File: src/rtl/reservation_station_pkg.sv
// Shared types for the dispatch-to-RS interface and the RS-to-FU issue packet.
package reservation_station_pkg;

  localparam int XLEN        = 32;
  localparam int ROB_TAG_LEN = 5;
  localparam int FUNC_LEN    = 4;

  typedef enum logic [1:0] {
    FU_ALU,
    FU_MULT,
    FU_BTU,
    FU_LSU
  } fu_e;

  typedef struct packed {
    logic [ROB_TAG_LEN-1:0] tag_dest;
    logic [ROB_TAG_LEN-1:0] tag_src1;
    logic [ROB_TAG_LEN-1:0] tag_src2;
    logic                   ready_src1;
    logic                   ready_src2;
    logic [XLEN-1:0]        value_src1;
    logic [XLEN-1:0]        value_src2;
    logic [FUNC_LEN-1:0]    func;
    logic [2:0]             func3;
    logic [XLEN-1:0]        imm;
    logic [XLEN-1:0]        pc;
    logic [XLEN-1:0]        npc;
    logic [ROB_TAG_LEN-1:0] insn_tag;
    logic                   halt;
  } inst_rs_t;

  typedef struct packed {
    logic [FUNC_LEN-1:0]    func;
    logic [2:0]             func3;
    logic [XLEN-1:0]        value_src1;
    logic [XLEN-1:0]        value_src2;
    logic [ROB_TAG_LEN-1:0] tag_dest;
    logic [XLEN-1:0]        imm;
    logic [XLEN-1:0]        pc;
    logic [XLEN-1:0]        npc;
    logic [ROB_TAG_LEN-1:0] insn_tag;
    logic                   halt;
  } rs_issue_pkt_t;

  // The FU only needs resolved operands, so the source tags and ready bits are dropped here.
  function automatic rs_issue_pkt_t to_issue_pkt(input inst_rs_t inst);
    rs_issue_pkt_t pkt;
    pkt.func       = inst.func;
    pkt.func3      = inst.func3;
    pkt.value_src1 = inst.value_src1;
    pkt.value_src2 = inst.value_src2;
    pkt.tag_dest   = inst.tag_dest;
    pkt.imm        = inst.imm;
    pkt.pc         = inst.pc;
    pkt.npc        = inst.npc;
    pkt.insn_tag   = inst.insn_tag;
    pkt.halt       = inst.halt;
    return pkt;
  endfunction

endpackage

File: src/rtl/reservation_station_select.sv
// Oldest-ready picker: among ready entries, grants the one with the smallest age.
module rs_select #(
  parameter int RS_DEPTH   = 4,
  parameter int RS_IDX_LEN = $clog2(RS_DEPTH)
) (
  input  logic [RS_DEPTH-1:0]                 ready,
  input  logic [RS_DEPTH-1:0][RS_IDX_LEN:0]   age,
  output logic [RS_DEPTH-1:0]                 grant,
  output logic [RS_IDX_LEN-1:0]               grant_idx,
  output logic                                any_ready
);

  logic [RS_IDX_LEN:0] best_age;

  // Ages of valid entries are unique, so a strict compare never ties.
  always_comb begin
    grant     = '0;
    grant_idx = '0;
    any_ready = 1'b0;
    best_age  = '1;
    for (int i = 0; i < RS_DEPTH; i++) begin
      if (ready[i] && (!any_ready || age[i] < best_age)) begin
        any_ready = 1'b1;
        best_age  = age[i];
        grant_idx = RS_IDX_LEN'(i);
      end
    end
    if (any_ready) grant[grant_idx] = 1'b1;
  end

endmodule

File: src/rtl/reservation_station.sv
// Per-FU reservation station: allocates dispatched packets, snoops the CDB, issues oldest-ready first.
module reservation_station
  import reservation_station_pkg::*;
#(
  parameter int RS_DEPTH   = 4,
  parameter int RS_IDX_LEN = $clog2(RS_DEPTH)
) (
  input  logic                   clk,
  input  logic                   reset_n,
  input  logic                   load,
  input  inst_rs_t               inst_in,
  output logic                   is_full,
  input  logic                   cdb_valid,
  input  logic [ROB_TAG_LEN-1:0] cdb_tag,
  input  logic [XLEN-1:0]        cdb_value,
  input  logic                   flush,
  output logic                   issue_valid,
  input  logic                   issue_ready,
  output rs_issue_pkt_t          issue_pkt
);

  localparam logic [RS_IDX_LEN:0] AGE_ONE = 1;

  logic [RS_DEPTH-1:0]               valid;
  logic [RS_DEPTH-1:0][RS_IDX_LEN:0] age;
  inst_rs_t                          entry [RS_DEPTH];

  logic [RS_DEPTH-1:0]   ready_vec;
  logic [RS_DEPTH-1:0]   grant;
  logic [RS_IDX_LEN-1:0] grant_idx;
  logic                  any_ready;
  logic                  fire;
  logic [RS_IDX_LEN:0]   freed_age;
  logic [RS_IDX_LEN-1:0] alloc_idx;
  logic                  alloc_found;
  logic                  alloc_en;
  logic [RS_IDX_LEN:0]   valid_count;
  logic [RS_IDX_LEN:0]   new_age;
  inst_rs_t              inst_bp;

  always_comb begin
    for (int i = 0; i < RS_DEPTH; i++) begin
      ready_vec[i] = valid[i] & entry[i].ready_src1 & entry[i].ready_src2;
    end
  end

  rs_select #(
    .RS_DEPTH   (RS_DEPTH),
    .RS_IDX_LEN (RS_IDX_LEN)
  ) u_select (
    .ready     (ready_vec),
    .age       (age),
    .grant     (grant),
    .grant_idx (grant_idx),
    .any_ready (any_ready)
  );

  assign is_full     = &valid;
  assign issue_valid = any_ready;
  assign fire        = issue_valid & issue_ready;
  assign freed_age   = age[grant_idx];

  always_comb begin
    issue_pkt = '0;
    if (any_ready) issue_pkt = to_issue_pkt(entry[grant_idx]);
  end

  // Allocation looks only at pre-update valid bits, so a slot freed this cycle is not reused yet.
  always_comb begin
    alloc_idx   = '0;
    alloc_found = 1'b0;
    valid_count = '0;
    for (int i = 0; i < RS_DEPTH; i++) begin
      valid_count = valid_count + {{RS_IDX_LEN{1'b0}}, valid[i]};
      if (!valid[i] && !alloc_found) begin
        alloc_found = 1'b1;
        alloc_idx   = RS_IDX_LEN'(i);
      end
    end
  end

  assign alloc_en = load & alloc_found;
  // The newcomer is younger than whatever issues this cycle, so it shifts down with the rest.
  assign new_age  = fire ? valid_count - AGE_ONE : valid_count;

  // Capture a CDB broadcast that coincides with dispatch so the wakeup is not missed.
  always_comb begin
    inst_bp = inst_in;
    if (cdb_valid && !inst_in.ready_src1 && inst_in.tag_src1 == cdb_tag) begin
      inst_bp.ready_src1 = 1'b1;
      inst_bp.value_src1 = cdb_value;
    end
    if (cdb_valid && !inst_in.ready_src2 && inst_in.tag_src2 == cdb_tag) begin
      inst_bp.ready_src2 = 1'b1;
      inst_bp.value_src2 = cdb_value;
    end
  end

  always_ff @(posedge clk or negedge reset_n) begin
    if (!reset_n) begin
      valid <= '0;
      age   <= '0;
      for (int i = 0; i < RS_DEPTH; i++) entry[i] <= '0;
    end else if (flush) begin
      valid <= '0;
      age   <= '0;
    end else begin
      for (int i = 0; i < RS_DEPTH; i++) begin
        if (valid[i]) begin
          if (cdb_valid && !entry[i].ready_src1 && entry[i].tag_src1 == cdb_tag) begin
            entry[i].ready_src1 <= 1'b1;
            entry[i].value_src1 <= cdb_value;
          end
          if (cdb_valid && !entry[i].ready_src2 && entry[i].tag_src2 == cdb_tag) begin
            entry[i].ready_src2 <= 1'b1;
            entry[i].value_src2 <= cdb_value;
          end
          if (fire && age[i] > freed_age) age[i] <= age[i] - AGE_ONE;
        end
        if (fire && grant[i]) valid[i] <= 1'b0;
      end
      if (alloc_en) begin
        entry[alloc_idx] <= inst_bp;
        valid[alloc_idx] <= 1'b1;
        age[alloc_idx]   <= new_age;
      end
    end
  end

endmodule

File: config.mk
export PLATFORM = sky130hd
export DESIGN_NAME = reservation_station
export DESIGN_NICKNAME = d
export VERILOG_FILES = /design/src/rtl/reservation_station_pkg.sv /design/src/rtl/reservation_station_select.sv /design/src/rtl/reservation_station.sv
export SDC_FILE = /design/constraint.sdc
export NUM_CORES = 2
export LEC_CHECK = 0
export CAP_MARGIN = 25
export CORE_MARGIN = 3
export CORE_UTILIZATION = 45
export DETAILED_ROUTE_END_ITERATION = 8
export GPL_TIMING_DRIVEN = 0
export PLACE_DENSITY = 0.7
export SYNTH_ARGS = -nofsm -noshare
export SYNTH_HDL_FRONTEND = slang
export SYNTH_HIERARCHICAL = 1
export SYNTH_SLANG_ARGS = --single-unit
File: constraint.sdc
create_clock -name clk -period 6 [get_ports clk]
set_input_delay 0.9 -clock clk [delete_from_list [all_inputs] [get_ports clk]]
set_output_delay 0.9 -clock clk [all_outputs]
set_load 0.05 [all_outputs]
======== Word level (Yosys, flattened, before mapping) ========
Index checks and enable logic that the tools add are counted.
operators by class
  add/subtract/negate cells ............... 8
  order comparisons ....................... 14
  eq/ne operators ......................... 10
  multiplexer cells ....................... 88
  bitwise gates (word level) .............. 14
  reductions and logical operators ........ 60
operators with widths
  kind                   number
  $bwmux W760            1
  $mux W745              1
  $mux W190              3
  $mux W66               8
  $bmux W190 S2          1
  $demux W190 S2         1
  $mux W32               10
  $mux W178              1
  $mux W3                18
  $eq A5 B5 Y1           10
  $logic_and A1 B1 Y1    37
  $mux W1                30
  $mux W12               2
  $logic_not A1 Y1       18
  $sub A3 B1 Y3 const B  5
  $bwmux W12             1
  $gt A3 B3 Y1           4
  $mux W4                3
  $and A1 B1 Y1          10
  $lt A3 B3 Y1           3
  $mux W2                4
  $bmux W3 S2            1
  $demux W3 S2           1
  $ge A3 B3 Y1 const B   2
  13 further kinds       19
storage, ports and cells
  register bits ........................... 776
  input port bits ......................... 233
  output and inout bits ................... 180

======== Depth between registers and ports, before layout ========
  depth in word-level cells ............... 26
  gate-level depth with buffers ........... 28

======== By module ========
Netlist, hierarchy kept.
by module, submodules not included
  module               instances  cells an instance  area an instance (um2)
  reservation_station  1          3426               38066.5
  rs_select            1          60                 429.2

======== Worst setup path before layout ========
No wires, ideal clock.
  path type ............................... reg-to-reg
  from .................................... register valid[1]
  to ...................................... register age[7] (netlist bit)
  library setup time ...................... 0.096 ns
  data arrival time ....................... 6.248 ns
  data required time ...................... 5.904 ns
  path slack .............................. -0.344 ns
  cell stages (with the launch flop) ...... 29
  buffers on the path ..................... 3
  period minus slack after synthesis ...... 6.344 ns
  cell sequence ........................... dfrtp_1 -> inv_1 -> nor3_1 -> nand2_1 -> nor2_1 -> nor2_1 -> mux2i_1 -> ha_1 -> o21a_1 -> nor2_1 -> o21a_1 -> a31oi_4 -> mux2_2 -> ha_1 -> nand2b_1 -> a211o_1 -> or3_4 -> nand3_1 -> clkbuf_1 -> clkbuf_1 -> buf_2 -> mux4_2 -> inv_1 -> ha_1 -> nand3_1 -> nand3_1 -> a21oi_1 -> mux2_2 -> o31ai_1
between the ends
  cells in the longest elaborated chain, start to end .. 22
  elaborated cells on any way between the ends .. 53
  classes of those cells .................. add/sub (4); order compare (5); mux (25); bitwise (4); reduce/logical (15)
ends and longest elaborated chain
  what                                                     line                              RTL
  from (decl)                                              reservation_station.sv:24         logic [RS_DEPTH-1:0] valid;
  from (signal assigned)                                   reservation_station.sv:101        valid <= '0;
  from (signal assigned)                                   reservation_station.sv:105        valid <= '0;
  from (signal, indexed assignment)                        reservation_station.sv:120        if (fire && grant[i]) valid[i] <= 1'b0;
  $and A1 B1 Y1 * (2 in a row)                             reservation_station.sv:43         ready_vec[i] = valid[i] & entry[i].ready_src1 & entry[i].ready_src2;
  named net ready_vec[1]                                   reservation_station.sv:28         logic [RS_DEPTH-1:0] ready_vec;
  $logic_and A1 B1 Y1 *                                    reservation_station_select.sv:22  if (ready[i] && (!any_ready || age[i] < best_age)) begin
  $mux W3 / $mux W1 (equally long branches)                reservation_station_select.sv:22
  $lt A3 B3 Y1 / $logic_not A1 Y1 (equally long branches)  reservation_station_select.sv:22
  $logic_or A1 B1 Y1                                       reservation_station_select.sv:22
  $logic_and A1 B1 Y1                                      reservation_station_select.sv:22
  $mux W3 / $mux W1 (equally long branches)                reservation_station_select.sv:22
  [... 4 more ...]                                         -
  named net grant_idx[0]                                   reservation_station.sv:30         logic [RS_IDX_LEN-1:0] grant_idx;
  [... 2 more ...]                                         -
  $gt A3 B3 Y1 *                                           reservation_station.sv:118        if (fire && age[i] > freed_age) age[i] <= age[i] - AGE_ONE;
  $logic_and A1 B1 Y1 *                                    reservation_station.sv:118
  $mux W3 *                                                reservation_station.sv:118
  $mux W3 *                                                reservation_station.sv:109        if (valid[i]) begin
  $mux W3 *                                                reservation_station.sv:104        end else if (flush) begin
  $bwmux W12                                               reservation_station.sv:125        age[alloc_idx] <= new_age;
  $mux W12 *                                               reservation_station.sv:122        if (alloc_en) begin
  $mux W12 *                                               reservation_station.sv:104
  to (signal, indexed assignment)                          reservation_station.sv:125
  to (decl)                                                reservation_station.sv:25         logic [RS_DEPTH-1:0][RS_IDX_LEN:0] age;
The timed path passes the listed nets; every way through them passes the cells marked *. The select of a mux whose other input is x is not followed.
A chain may end at the register's enable or synchronous reset.

==> qor.txt <==
Failing checks - negative setup slack
Post-Synth Simple-Gate Area - 0.150
Buf+Inv Stages, Crit Path - 5
Syn-to-layout area delta - 28.8%
Critical-path top delay cell - mux4_2
Final net count - 4351
Final setup margin - -0.607 ns
Syn Std Cell Area - 0.0385 mm^2
Fraction of layout cells with a size suffix above 1 - 0.262
Post-Place Cells - 5040
H-tree depth - 3
Crit-path cells - inv_1, nor3_4, nand2_2, nor2_4, nor2_2, mux2i_1, ha_1, o21a_1, nor2_1, o21a_1, a31oi_4, mux2_4, ha_4, nand2b_4, a211o_1, or3_4, nand3_4, buf_12, buf_4, clkbuf_16, mux4_2, and2_1, dlygate4sd2_1
Die span in x - 298 um
Via count - 31700
CTS tree - yes
Number of synthesized flops with an enable pin - 0
Minimum clock period - 6.61 ns
CTS root buf - clkbuf_16
Clock Skew - 0.0259 ns
Register area share after synthesis - 0.504
I/O pin cnt - 413
Synth area leaders - dfrtp_1 50%, mux4_2 11%, nand2_1 8.1%
Status - finished with violations
Total wire length - 134 mm
RSZ-0062 raised after global routing - yes
Die area - 0.0891 mm^2
Final Instance Count excl. Fillers - 5306
Crit path capture type - output port
Final core occ - 0.589
Wire per inst - 25.3 um
Top_reg_cell synth - dfrtp_1
Synth area leader - dfrtp_1
# rows - 106
Yosys reg bits - 776
Main combinational cell family by area after synthesis - multiplexers
Most common cell after layout, fill and taps aside - nand2_1
Max-cap violation count - 0
Place WS - -2.51 ns
Avg Synthesized Cell Area - 11.0 um^2
Largest net degree at the start of global routing - 118
Met1 Track Usage GR - 0.372
Distinct cells, synth - 82
Initial cell density of the core - 0.457
Fraction of the cycle the final worst path needs - 1.10
Fraction of the mapped netlist area in compound gates - 0.0957
Final Hold Viols - 0
Post-synth top area share - 0.504
Leak - 22.5 nW
GR Util met3 - 0.0879
Fillers - 6852
Drc violations - 0
Adder-cell share of the synthesized area - 0.00894
Yosys warns - 6
Initial antenna violation count - 22
Register area - 0.0194 mm^2
Slew margin rel. - 0.270
Vias in the first global route - 31800
Die Ht - 298 um
All-layer global routing usage - 0.289
Inserted Clock Buffers - 84
CTS Buffer Depth - 3
Worst vdd ir - 272 uV
Crit path launch type - register
CP top delay family - simple AND/OR/NAND/NOR gates
GR peak layer - met2
Gpl congestion - 0.940
Worst endpoint required time - 5.10 ns
Multi-input logic area - 0.0182 mm^2
Syn nets - 3745
Port bufs - 407
Max Slew Vio Count - 0
Async set or reset register ratio after synthesis - 1.00
Synth Area in XOR/XNOR - 0.0125
Post-route ant nets - 0
CP arrival - 5.71 ns
Post-synthesis mux area share - 0.189
Grt ovf - 0
Most numerous cell on the critical path - o21a_1
Commonest non-fill, non-tap cells in the layout - 828 x nand2_1, 771 x dfrtp_1, 228 x clkdlybuf4s50_1, 181 x mux4_2, 172 x mux2_2
Max incr delay on CP - 0.53 ns
Max Freq - 151 MHz
M2 GR Usage - 0.465
Post-DP HPWL - 92.3 mm
Setup Viol. Count Final - 190
HP Class - in2async
CTS Sinks - 776
First-pass GRT wire length - 198 mm
Starting DRT DRC Count - 3288
Core ar. - 0.0842 mm^2
Kind of critical path - reg2out
Clk_lat worst skew - 0.67 ns
Power density cells - 326 mW/mm^2
Clock transition at path regs - 0.06 ns
Post-Synthesis Cells - 3486
Vias/cell - 5.98
Measured slew at the worst slew-check pin - 1.08 ns
CP Max Fanout - 6
Initial DRT Pass Iterations - 8
routing by layer:
metal | vias up | share of wire
li1 | 13600 | -
met1 | 16100 | 0.38
met2 | 1673 | 0.47
met3 | 353 | 0.11
met4 | 20 | 0.040
met5 | - | 0.00094
synth_stat cells, types with 37 or more instances:
master	count
nor3_1	40
a221o_1	45
o22ai_1	49
o221ai_1	49
clkbuf_1	155
nor2b_1	54
mux2i_1	37
nand2_1	829
mux2_1	76
buf_2	77
a21oi_1	121
and2_1	180
dfrtp_1	776
mux2_2	175
inv_1	91
mux4_2	181
nor2_1	55
o21ai_1	56
o21ai_0	37
and3_1	37
per-stage QoR:
step / hold slack (ns) / cell area, um^2 / total power, mW / setup TNS, ns
finish: 0.207 / 49600 / 16.1 / -79.99
global route: 0.263 / 49600 / 16.8 / -106.35
CTS: 0.246 / 47500 / 15.7 / -92.23
detailed placement: 0.457 / 44300 / 10.4 / -340.76
global placement: 0.452 / 44000 / 10.3 / -
floorplan: 0.440 / 38500 / 9.06 / 0
cell type report:
cell class | instances | area share
sequential | 776 | 0.392
tap | 1134 | 0.0286
buffer | 263 | 0.0312
clock buffer | 131 | 0.0524
inverter | 93 | 0.00714
multi-input combinational | 2351 | 0.368
antenna | 15 | 0.000757
timing repair buffer | 523 | 0.115
clock inverter | 20 | 0.00527
worst paths after layout:
check	start	end	slack, ns	cells after the start
max	entry[553]	issue_pkt[77]	-0.61	23
max in group asynchronous	reset_n	entry[404]	3.76	4
min	reset_n	entry[114]	0.21	1
min in group clk	entry[250]	entry[250]	0.47	2
max reg2reg	entry[553]	age[7]	-0.27	31
min reg2reg	entry[250]	entry[250]	0.47	2
timing repair:
item | 4_1_cts | 5_1_grt
endpoints found under the hold margin | 0 | 0
pin swaps | 4 | 18
hold buffers | 0 | 0
buffers inserted | 21 | 72
gates resized for setup | 770 | 861
cloned | 2 | 9
setup endpoints to repair | 190 | 190
report_power, final:
group,leakage [nW],switching [mW],internal [mW]
Clock,1.41,2.25,3.12
Combinational,11.2,2.04,2.00
Sequential,9.85,0.527,6.20
logic make-up after synthesis:
logic type / count (synthesis)
xor gates and xnor gates: 55
muxes: 469
DFF: 776
adders and majority gates: 27
and+or+nand+nor: 1278
buffers and inverters: 359
AOI/OAI and AO/OA: 522
flip-flops by register name, indices dropped and copies added (netlist names):
signal,cells
valid,4
age,12
entry,760
No activity file was read; power rests on OpenSTA's default activity.
